## config.mk

```make
export PLATFORM = sky130hd
export DESIGN_NAME = minmax_midrange
export DESIGN_NICKNAME = d
export VERILOG_FILES = /design/src/rtl/minmax_pkg.sv /design/src/rtl/minmax_cmp.sv /design/src/rtl/minmax_midrange.sv
export SDC_FILE = /design/constraint.sdc
export NUM_CORES = 1
export LEC_CHECK = 0
export ABC_CLOCK_PERIOD_IN_PS = 4100
export BUFFER_PORTS_ARGS = -buffer_cell sky130_fd_sc_hd__buf_4
export CAP_MARGIN = 20
export CORE_MARGIN = 2
export CORE_UTILIZATION = 59
export CTS_BUF_LIST = sky130_fd_sc_hd__clkbuf_4
export CTS_CLUSTER_DIAMETER = 50
export CTS_CLUSTER_SIZE = 10
export DETAILED_ROUTE_END_ITERATION = 8
export MAX_ROUTING_LAYER = met4
export PLACE_DENSITY = 0.82
export SLEW_MARGIN = 20
export SYNTH_ARGS = -nofsm -noshare
export SYNTH_HDL_FRONTEND = slang
export SYNTH_HIERARCHICAL = 1
export SYNTH_SLANG_ARGS = --single-unit
```

## constraint.sdc

```tcl
create_clock -name clock -period 4.1 [get_ports clock]
set_input_delay 0.205 -clock clock [delete_from_list [all_inputs] [get_ports clock]]
set_output_delay 0.205 -clock clock [all_outputs]
set_load 0.03 [all_outputs]
```

## src/rtl/minmax_pkg.sv

```systemverilog
// Shared types and the midrange helper for the min/max/midrange engine.
package minmax_pkg;

  // Widest sample the midrange helper supports; callers zero-extend into it.
  localparam int MAX_W = 32;

  typedef enum logic [1:0] {
    IDLE,
    COLLECT,
    HOLD
  } state_e;

  typedef enum logic {
    CMP_MIN,
    CMP_MAX
  } cmp_mode_e;

  // Sum carries one extra bit so an all-ones pair never wraps before the shift.
  function automatic logic [MAX_W-1:0] midrange(input logic [MAX_W-1:0] a,
                                                input logic [MAX_W-1:0] b,
                                                input logic             round);
    logic [MAX_W:0] sum;
    sum = {1'b0, a} + {1'b0, b} + {{MAX_W{1'b0}}, round};
    return sum[MAX_W:1];
  endfunction

endpackage

```

## src/rtl/minmax_cmp.sv

```systemverilog
// Decides whether a new sample replaces the running min or max register.
module minmax_cmp
  import minmax_pkg::*;
#(
  parameter int WIDTH = 8
) (
  input  logic [WIDTH-1:0] sample_i,
  input  logic [WIDTH-1:0] cur_i,
  input  logic             first_i,
  input  cmp_mode_e        mode_i,
  output logic             take_o
);

  // Strict comparisons: a tie keeps the register as it is.
  always_comb begin
    take_o = first_i;
    if (!first_i) begin
      take_o = (mode_i == CMP_MIN) ? (sample_i < cur_i) : (sample_i > cur_i);
    end
  end

endmodule

```

## src/rtl/minmax_midrange.sv

```systemverilog
// Streaming engine: collects COUNT samples, then holds min, max and midrange
// on a valid/ready output until the consumer takes them.
module minmax_midrange
  import minmax_pkg::*;
#(
  parameter int WIDTH = 8,
  parameter int COUNT = 8,
  parameter int ROUND = 0
) (
  input  logic             clock,
  input  logic             reset,
  input  logic             start,
  input  logic             in_valid,
  input  logic [WIDTH-1:0] in_data,
  output logic             in_ready,
  output logic             out_valid,
  input  logic             out_ready,
  output logic [WIDTH-1:0] out_min,
  output logic [WIDTH-1:0] out_max,
  output logic [WIDTH-1:0] out_avg,
  output logic             busy,
  output state_e           dbg_state
);

  // Handshakes: a transfer happens on a rising edge where valid && ready;
  // valid never depends combinationally on ready on either side.

  localparam int             CW   = $clog2(COUNT + 1);
  localparam logic [CW-1:0]  LAST = CW'(COUNT - 1);

  state_e           state_q, state_d;
  logic [CW-1:0]    cnt_q, cnt_d;
  logic [WIDTH-1:0] min_q, min_d;
  logic [WIDTH-1:0] max_q, max_d;
  logic [WIDTH-1:0] omin_q, omin_d;
  logic [WIDTH-1:0] omax_q, omax_d;
  logic [WIDTH-1:0] oavg_q, oavg_d;
  logic             first;
  logic             accept;
  logic             take_min;
  logic             take_max;

  assign first  = (cnt_q == '0);
  assign accept = in_valid && (state_q == COLLECT);

  minmax_cmp #(.WIDTH(WIDTH)) u_cmp_min (
    .sample_i (in_data),
    .cur_i    (min_q),
    .first_i  (first),
    .mode_i   (CMP_MIN),
    .take_o   (take_min)
  );

  minmax_cmp #(.WIDTH(WIDTH)) u_cmp_max (
    .sample_i (in_data),
    .cur_i    (max_q),
    .first_i  (first),
    .mode_i   (CMP_MAX),
    .take_o   (take_max)
  );

  always_comb begin
    state_d = state_q;
    cnt_d   = cnt_q;
    min_d   = min_q;
    max_d   = max_q;
    omin_d  = omin_q;
    omax_d  = omax_q;
    oavg_d  = oavg_q;
    case (state_q)
      IDLE: begin
        cnt_d = '0;
        if (start) state_d = COLLECT;
      end
      COLLECT: begin
        if (accept) begin
          cnt_d = cnt_q + 1'b1;
          if (take_min) min_d = in_data;
          if (take_max) max_d = in_data;
          // Result registers only change on the closing accept, so the
          // previous frame's answer stays visible while collecting.
          if (cnt_q == LAST) begin
            state_d = HOLD;
            omin_d  = min_d;
            omax_d  = max_d;
            oavg_d  = WIDTH'(midrange(MAX_W'(min_d), MAX_W'(max_d), ROUND != 0));
          end
        end
      end
      HOLD: begin
        if (out_ready) state_d = IDLE;
      end
      default: state_d = IDLE;
    endcase
  end

  always_ff @(posedge clock or posedge reset) begin
    if (reset) begin
      state_q <= IDLE;
      cnt_q   <= '0;
      min_q   <= '0;
      max_q   <= '0;
      omin_q  <= '0;
      omax_q  <= '0;
      oavg_q  <= '0;
    end else begin
      state_q <= state_d;
      cnt_q   <= cnt_d;
      min_q   <= min_d;
      max_q   <= max_d;
      omin_q  <= omin_d;
      omax_q  <= omax_d;
      oavg_q  <= oavg_d;
    end
  end

  assign in_ready  = (state_q == COLLECT);
  assign out_valid = (state_q == HOLD);
  assign busy      = (state_q != IDLE);
  assign out_min   = omin_q;
  assign out_max   = omax_q;
  assign out_avg   = oavg_q;
  assign dbg_state = state_q;

endmodule

```

# ---- After elaboration in Yosys (flattened, before gate mapping)
# Cells that the tools add are included.
dict set report op_classes {
  n_eq_ne 7
  reduce_logical 9
  addsub 2
  muxes 15
  magnitude_cmp 2
}
# cell count
set op_table {}
lappend op_table {{$mux 8} 6}
lappend op_table {{$add 8x8->9} 1}
lappend op_table {{$gt 8x8->1} 1}
lappend op_table {{$lt 8x8->1} 1}
lappend op_table {{$mux 2} 4}
lappend op_table {{$pmux 4 s2} 1}
lappend op_table {{$ne 2x1->1 const B} 3}
lappend op_table {{$pmux 2 s3} 1}
lappend op_table {{$add 4x1->4 const B} 1}
lappend op_table {{$eq 4x3->1 const B} 1}
lappend op_table {{$logic_not 4->1} 1}
lappend op_table {{$mux 4} 1}
lappend op_table {{$reduce_and 2->1} 2}
lappend op_table {{$reduce_and 4->1} 1}
lappend op_table {{$reduce_bool 2->1} 2}
lappend op_table {{$reduce_and 3->1} 1}
lappend op_table {{$eq 2x1->1 const B} 1}
lappend op_table {{$eq 2x2->1 const B} 1}
lappend op_table {{$logic_not 2->1} 1}
lappend op_table {{$mux 1} 2}
lappend op_table {{$ne 2x2->1 const B} 1}
lappend op_table {{$logic_and 1x1->1} 1}
dict set report totals {
  ff_bits 46
  in_bits 13
}

# ---- Longest topological paths before layout
dict set report depth {
  word_depth 6
  depth_mapped 16
}

# ---- Hierarchy
# The synthesis kept the hierarchy.
# mod area_per_inst_um2 instances cells_each seq_area_each_um2
set by_module_without_submodules {}
lappend by_module_without_submodules {minmax_midrange 2376.0 1 238 1151.1}
lappend by_module_without_submodules {minmax_cmp 215.2 2 29 0.0}

# ---- Least setup slack after synthesis
# OpenSTA, ideal clock, no wires.
dict set report synth_timing {
  kind {reg2reg}
  from {reg min_q[1]}
  to {reg oavg_q[4] (netlist: out_avg[4])}
  arrival_time_ps 2968
  slack_ps 1049
  required_ps 4017
  setup_time_ps 83
  stages_incl_launch_ff 16
  path_cell_list {dfrtp_1 -> inv_1 -> ha_1 -> nor2b_1 -> o211ai_2 -> a21oi_2 -> o311ai_1 -> buf_4 -> mux2i_1 -> inv_1 -> ha_1 -> a21o_1 -> a41oi_1 -> o21ai_1 -> xnor2_1 -> o21ai_0}
}
dict set report synth_between {
  elab_chain_len 6
}
# item line_no
set synth_lines {}
lappend synth_lines {{start: declaration} minmax_midrange.sv:33} ;# logic [WIDTH-1:0] min_q, min_d;
lappend synth_lines {{start signal: assignment} minmax_midrange.sv:109} ;# min_q <= min_d;
lappend synth_lines {{$lt 8x8->1} minmax_cmp.sv:18} ;# take_o = (mode_i == CMP_MIN) ? (sample_i < cur_i) : (sample_i > cur_i);
lappend synth_lines {{$mux 1} minmax_cmp.sv:17} ;# if (!first_i) begin
lappend synth_lines {{named net take_min} minmax_midrange.sv:40} ;# logic take_min;
lappend synth_lines {{$mux 8} minmax_midrange.sv:78} ;# if (take_min) min_d = in_data;
lappend synth_lines {{$mux 8} minmax_midrange.sv:76} ;# if (accept) begin
lappend synth_lines {{$mux 8} minmax_midrange.sv:70} ;# case (state_q)
lappend synth_lines {{$add 8x8->9} minmax_pkg.sv:23} ;# sum = {1'b0, a} + {1'b0, b} + {{MAX_W{1'b0}}, round};
lappend synth_lines {{end signal: assignment} minmax_midrange.sv:113} ;# oavg_q <= oavg_d;
lappend synth_lines {{end: declaration} minmax_midrange.sv:37} ;# logic [WIDTH-1:0] oavg_q, oavg_d;
# The timed path passes the listed nets, and every way through them passes these cells. The select of a mux whose other input is x is not followed.
# A chain may end at the register's enable or synchronous reset.

# ---- Worst setup path in the final report
dict set report layout_timing {
  from {reg max_q[7]}
  to {reg oavg_q[4] (netlist: out_avg[4])}
}
dict set report layout_between {
  elab_chain_len 6
}
# item line_no
set layout_lines {}
lappend layout_lines {{start: declaration} minmax_midrange.sv:34} ;# logic [WIDTH-1:0] max_q, max_d;
lappend layout_lines {{start signal: assignment} minmax_midrange.sv:110} ;# max_q <= max_d;
lappend layout_lines {{$gt 8x8->1} minmax_cmp.sv:18}
lappend layout_lines {{$mux 1} minmax_cmp.sv:17}
lappend layout_lines {{named net take_max} minmax_midrange.sv:41} ;# logic take_max;
lappend layout_lines {{$mux 8} minmax_midrange.sv:79} ;# if (take_max) max_d = in_data;
lappend layout_lines {{$mux 8} minmax_midrange.sv:76}
lappend layout_lines {{$mux 8} minmax_midrange.sv:70}
lappend layout_lines {{$add 8x8->9} minmax_pkg.sv:23}
# The timed path passes the listed nets, and every way through them passes these cells. The select of a mux whose other input is x is not followed.

==> flow_metrics.py <==
metrics = {
    "outcome": {
        "status": "complete, no violations",
    },
    "run": {
        "max-cap-violations": 0,
    },
    "power": {
        "p_leak_uw": 0.00167,
        "p_switching_uw": 1380,
        "power.density_nw_per_um2": 893,
        "comb_power_share_pct": 62.8,
        "switching_share_pct": 47.1,
        "pwr-share-seq_pct": 27.5,
        "p_int_uw": 1550,
        "max-vdd-ir-drop_mv": 0.393,
        "power.share.clock_pct": 9.6,
    },
    "layout": {
        "n_fill_cell": 380,
        "instances_no_fill": 399,
        "insertedDiodeCount": 0,
        "num-nets-final": 383,
        "final_util_pct": 70.5,
        "drive_above_1_share_pct": 23.8,
        "syn_to_final_growth_pct": 17.1,
    },
    "timing": {
        "rsz0062_at_grt": "false",
        "setup_viol": 0,
        "post-route-period-util_pct": 85.7,
        "fmax_mhz": 285,
        "hold_viol": 0,
        "skew_ps": 15.5,
        "tightest_slew_ps": 787,
        "fin_crit_ps": 3510,
        "slew_headroom_pct": 47.4,
        "setup_ws_ps": 588,
        "final_max_slew_viol_count": 0,
        "final.setup.tns_ps": 0,
    },
    "clocking": {
        "clockRootBuffer": "clkbuf_4",
        "clock_sinks": 46,
        "clk-insertion-delay-late_ps": 360,
        "clk_pin_slew_ps": 140,
        "cts_tree": "built",
        "cts_max_path_buffers": 2,
        "post-cts-setup-buffer-count": 0,
        "cts_buffers": 5,
        "htree_levels": 2,
        "ctsResizeCount": 0,
        "cts_hold_buf": 1,
    },
    "worst_setup_path": {
        "end_kind": "flop",
        "start_kind": "flop",
        "worst_ep_arrival_time_ps": 3810,
        "cp_data_required_time_ps": 4400,
        "critPathMaxFanout": 11,
        "critPathKind": "reg -> reg",
    },
    "synth": {
        "avgSynthCellArea_um2": 9.48,
        "netlist_instances": 296,
        "ys_ff_latch": 46,
        "syn-cell-area_um2": 2810,
        "synth-edff-count": 0,
        "synthFlopType": "dfrtp_1",
        "ys_seq_area_share_pct": 41.0,
        "synth-async-reset-ratio_pct": 100,
        "synth.distinct_cells": 43,
        "yosysWarnings": 6,
    },
    "place": {
        "placed_cells": 390,
        "post-place-ws_ps": 561,
        "dp_hpwl_um": 4390,
        "port_buffers": 41,
        "place.gp.congestion": 0.871,
    },
    "global_route": {
        "antenna_found_initial": 0,
        "gr-total-overflow": 0,
        "grt_usage_pct": 25.0,
        "grt_pass1_vias": 2193,
        "grt_pass1_wl_um": 9940,
        "grt_max_degree": 47,
    },
    "detailed_routing": {
        "drtAntennaViolNets": 0,
        "drtPass1Iterations": 6,
        "drc_errors": 0,
        "wl_per_cell_um": 14.3,
        "wirelength_um": 5700,
        "vias": 2178,
        "drt-initial-drc-count": 101,
        "viasPerCell": 5.46,
    },
    "floorplanning": {
        "rows": 25,
        "die_width_um": 73.0,
        "die-area_um2": 5320,
        "initial_core_util_pct": 60.2,
        "ioPinCount": 42,
        "core_area_um2": 4660,
        "chipHeight_um": 73.0,
    },
    "min_path": {
        "hold_class": "in -> reg",
    },
}
[cell usage in the layout (no fill, tap or decap), types with 2 or more instances in the layout]
| master | n |
|---|---|
| nor2b_1 | 3 |
| clkbuf_4 | 5 |
| a21oi_2 | 14 |
| a21o_1 | 3 |
| inv_1 | 35 |
| nand3_1 | 4 |
| xor2_1 | 3 |
| ha_1 | 25 |
| dfrtp_1 | 46 |
| o21ai_0 | 28 |
| nand4_1 | 4 |
| mux2i_1 | 17 |
| nor2_2 | 2 |
| nor2_1 | 17 |
| xnor2_1 | 4 |
| o221ai_1 | 2 |
| and2b_1 | 2 |
| o211ai_2 | 2 |
| o21ai_1 | 2 |
| a21oi_1 | 13 |
| o21bai_1 | 2 |
| conb_1 | 4 |
| mux2_2 | 2 |
| buf_4 | 48 |
| nand2_1 | 36 |
[flip-flops by register name, indices dropped and copies added, names as in the netlist]
signal	flops
max_q	8
cnt_q	4
out_min	8
out_max	8
dbg_state	2
min_q	8
out_avg	8
[critical path: stages (launching register included)]
cell and delay, ps:
dfrtp_1 390, inv_1 60, ha_1 300, a21oi_1 170, o21ai_0 190, o221ai_1 320
o311ai_4 300, mux2i_1 350, inv_1 80, ha_1 350, a21o_1 190, a41oi_1 320
o21ai_1 150, xnor2_1 140, o21ai_0 130
[area by class of cell]
type	instances	area (um2)	share of cell area, %
Multi-Input combinational cell	206	1480	45.0
Sequential cell	46	1150	35.0
Timing Repair Buffer	49	370	11.3
Inverter	36	135	4.11
Tap cell	54	67.6	2.06
Clock inverter	3	43.8	1.33
Clock buffer	5	37.5	1.14
[synthesized netlist by cell type, types with 2 or more instances]
library cell	number	area share, %
a21o_1	3	0.80
a21oi_1	13	2.3
a21oi_2	14	4.4
and2b_1	2	0.53
buf_6	4	1.6
clkbuf_1	4	0.53
conb_1	2	0.27
dfrtp_1	46	41
ha_1	25	11
inv_1	36	4.8
mux2_2	2	0.80
mux2i_1	17	6.1
nand2_1	36	4.8
nand3_1	4	0.71
nand4_1	4	0.89
nor2_1	17	2.3
nor2_2	2	0.45
nor2b_1	3	0.67
o211ai_2	2	0.89
o21ai_0	28	5.0
o21ai_1	2	0.36
o21bai_1	2	0.53
o221ai_1	2	0.62
o311ai_1	2	0.62
xnor2_1	4	1.2
xor2_1	3	0.94
[metal layers]
| layer | vias up | track usage [%] | routed length, um |
|---|---|---|---|
| met5 | - | - | 0 |
| met4 | 0 | 7.20 | 106 |
| met3 | 9 | 4.14 | 165 |
| met2 | 39 | 42.1 | 2810 |
| met1 | 1038 | 31.1 | 2620 |
| li1 | 1092 | - | - |
[power by group through the flow]
| stage | Combinational (uW) | Clock, uW | Sequential, uW |
|---|---|---|---|
| final | 1840 | 283 | 807 |
| after global routing | 2050 | 303 | 839 |
| after CTS | 1830 | 291 | 809 |
| after detailed placement | 1830 | 0 | 818 |
| after global placement | 1770 | 0 | 806 |
| after floorplan | 1120 | 0 | 1010 |
[stage by stage]
step / hold WS, ps / total power [uW] / area, um2
after floorplan: 315 / 2130 / 2810
after global placement: 389 / 2580 / 3180
after detailed placement: 392 / 2650 / 3180
after CTS: 30.7 / 2930 / 3280
after global routing: 37.6 / 3200 / 3290
final: 45.4 / 2930 / 3290
[path summary, 6_finish.rpt]
check,endpoint,slack [ps],start,cells after the start
setup / recovery,out_avg[4],590,max_q[7],14
hold / removal,dbg_state[0],50,in_valid,2
setup reg to reg,out_avg[4],590,max_q[7],14
hold reg to reg,out_avg[2],500,out_avg[2],2
max in group asynchronous,cnt_q[0],3160,reset,4
min in group asynchronous,out_avg[0],520,reset,4
[kinds of logic (layout without fill, tap and decap cells)]
family / Yosys count / count (layout) / synth area share (%)
other cells: 2 / 4 / 0.268
mux: 19 / 19 / 6.87
flops: 46 / 46 / 41.0
fa+ha+maj: 26 / 26 / 11.9
xor+xnor: 7 / 7 / 2.18
buf+inv: 46 / 93 / 7.40
simple gates: 76 / 76 / 13.0
compound gates: 74 / 74 / 17.4
Note: power is estimated with default switching activity, not from simulation.
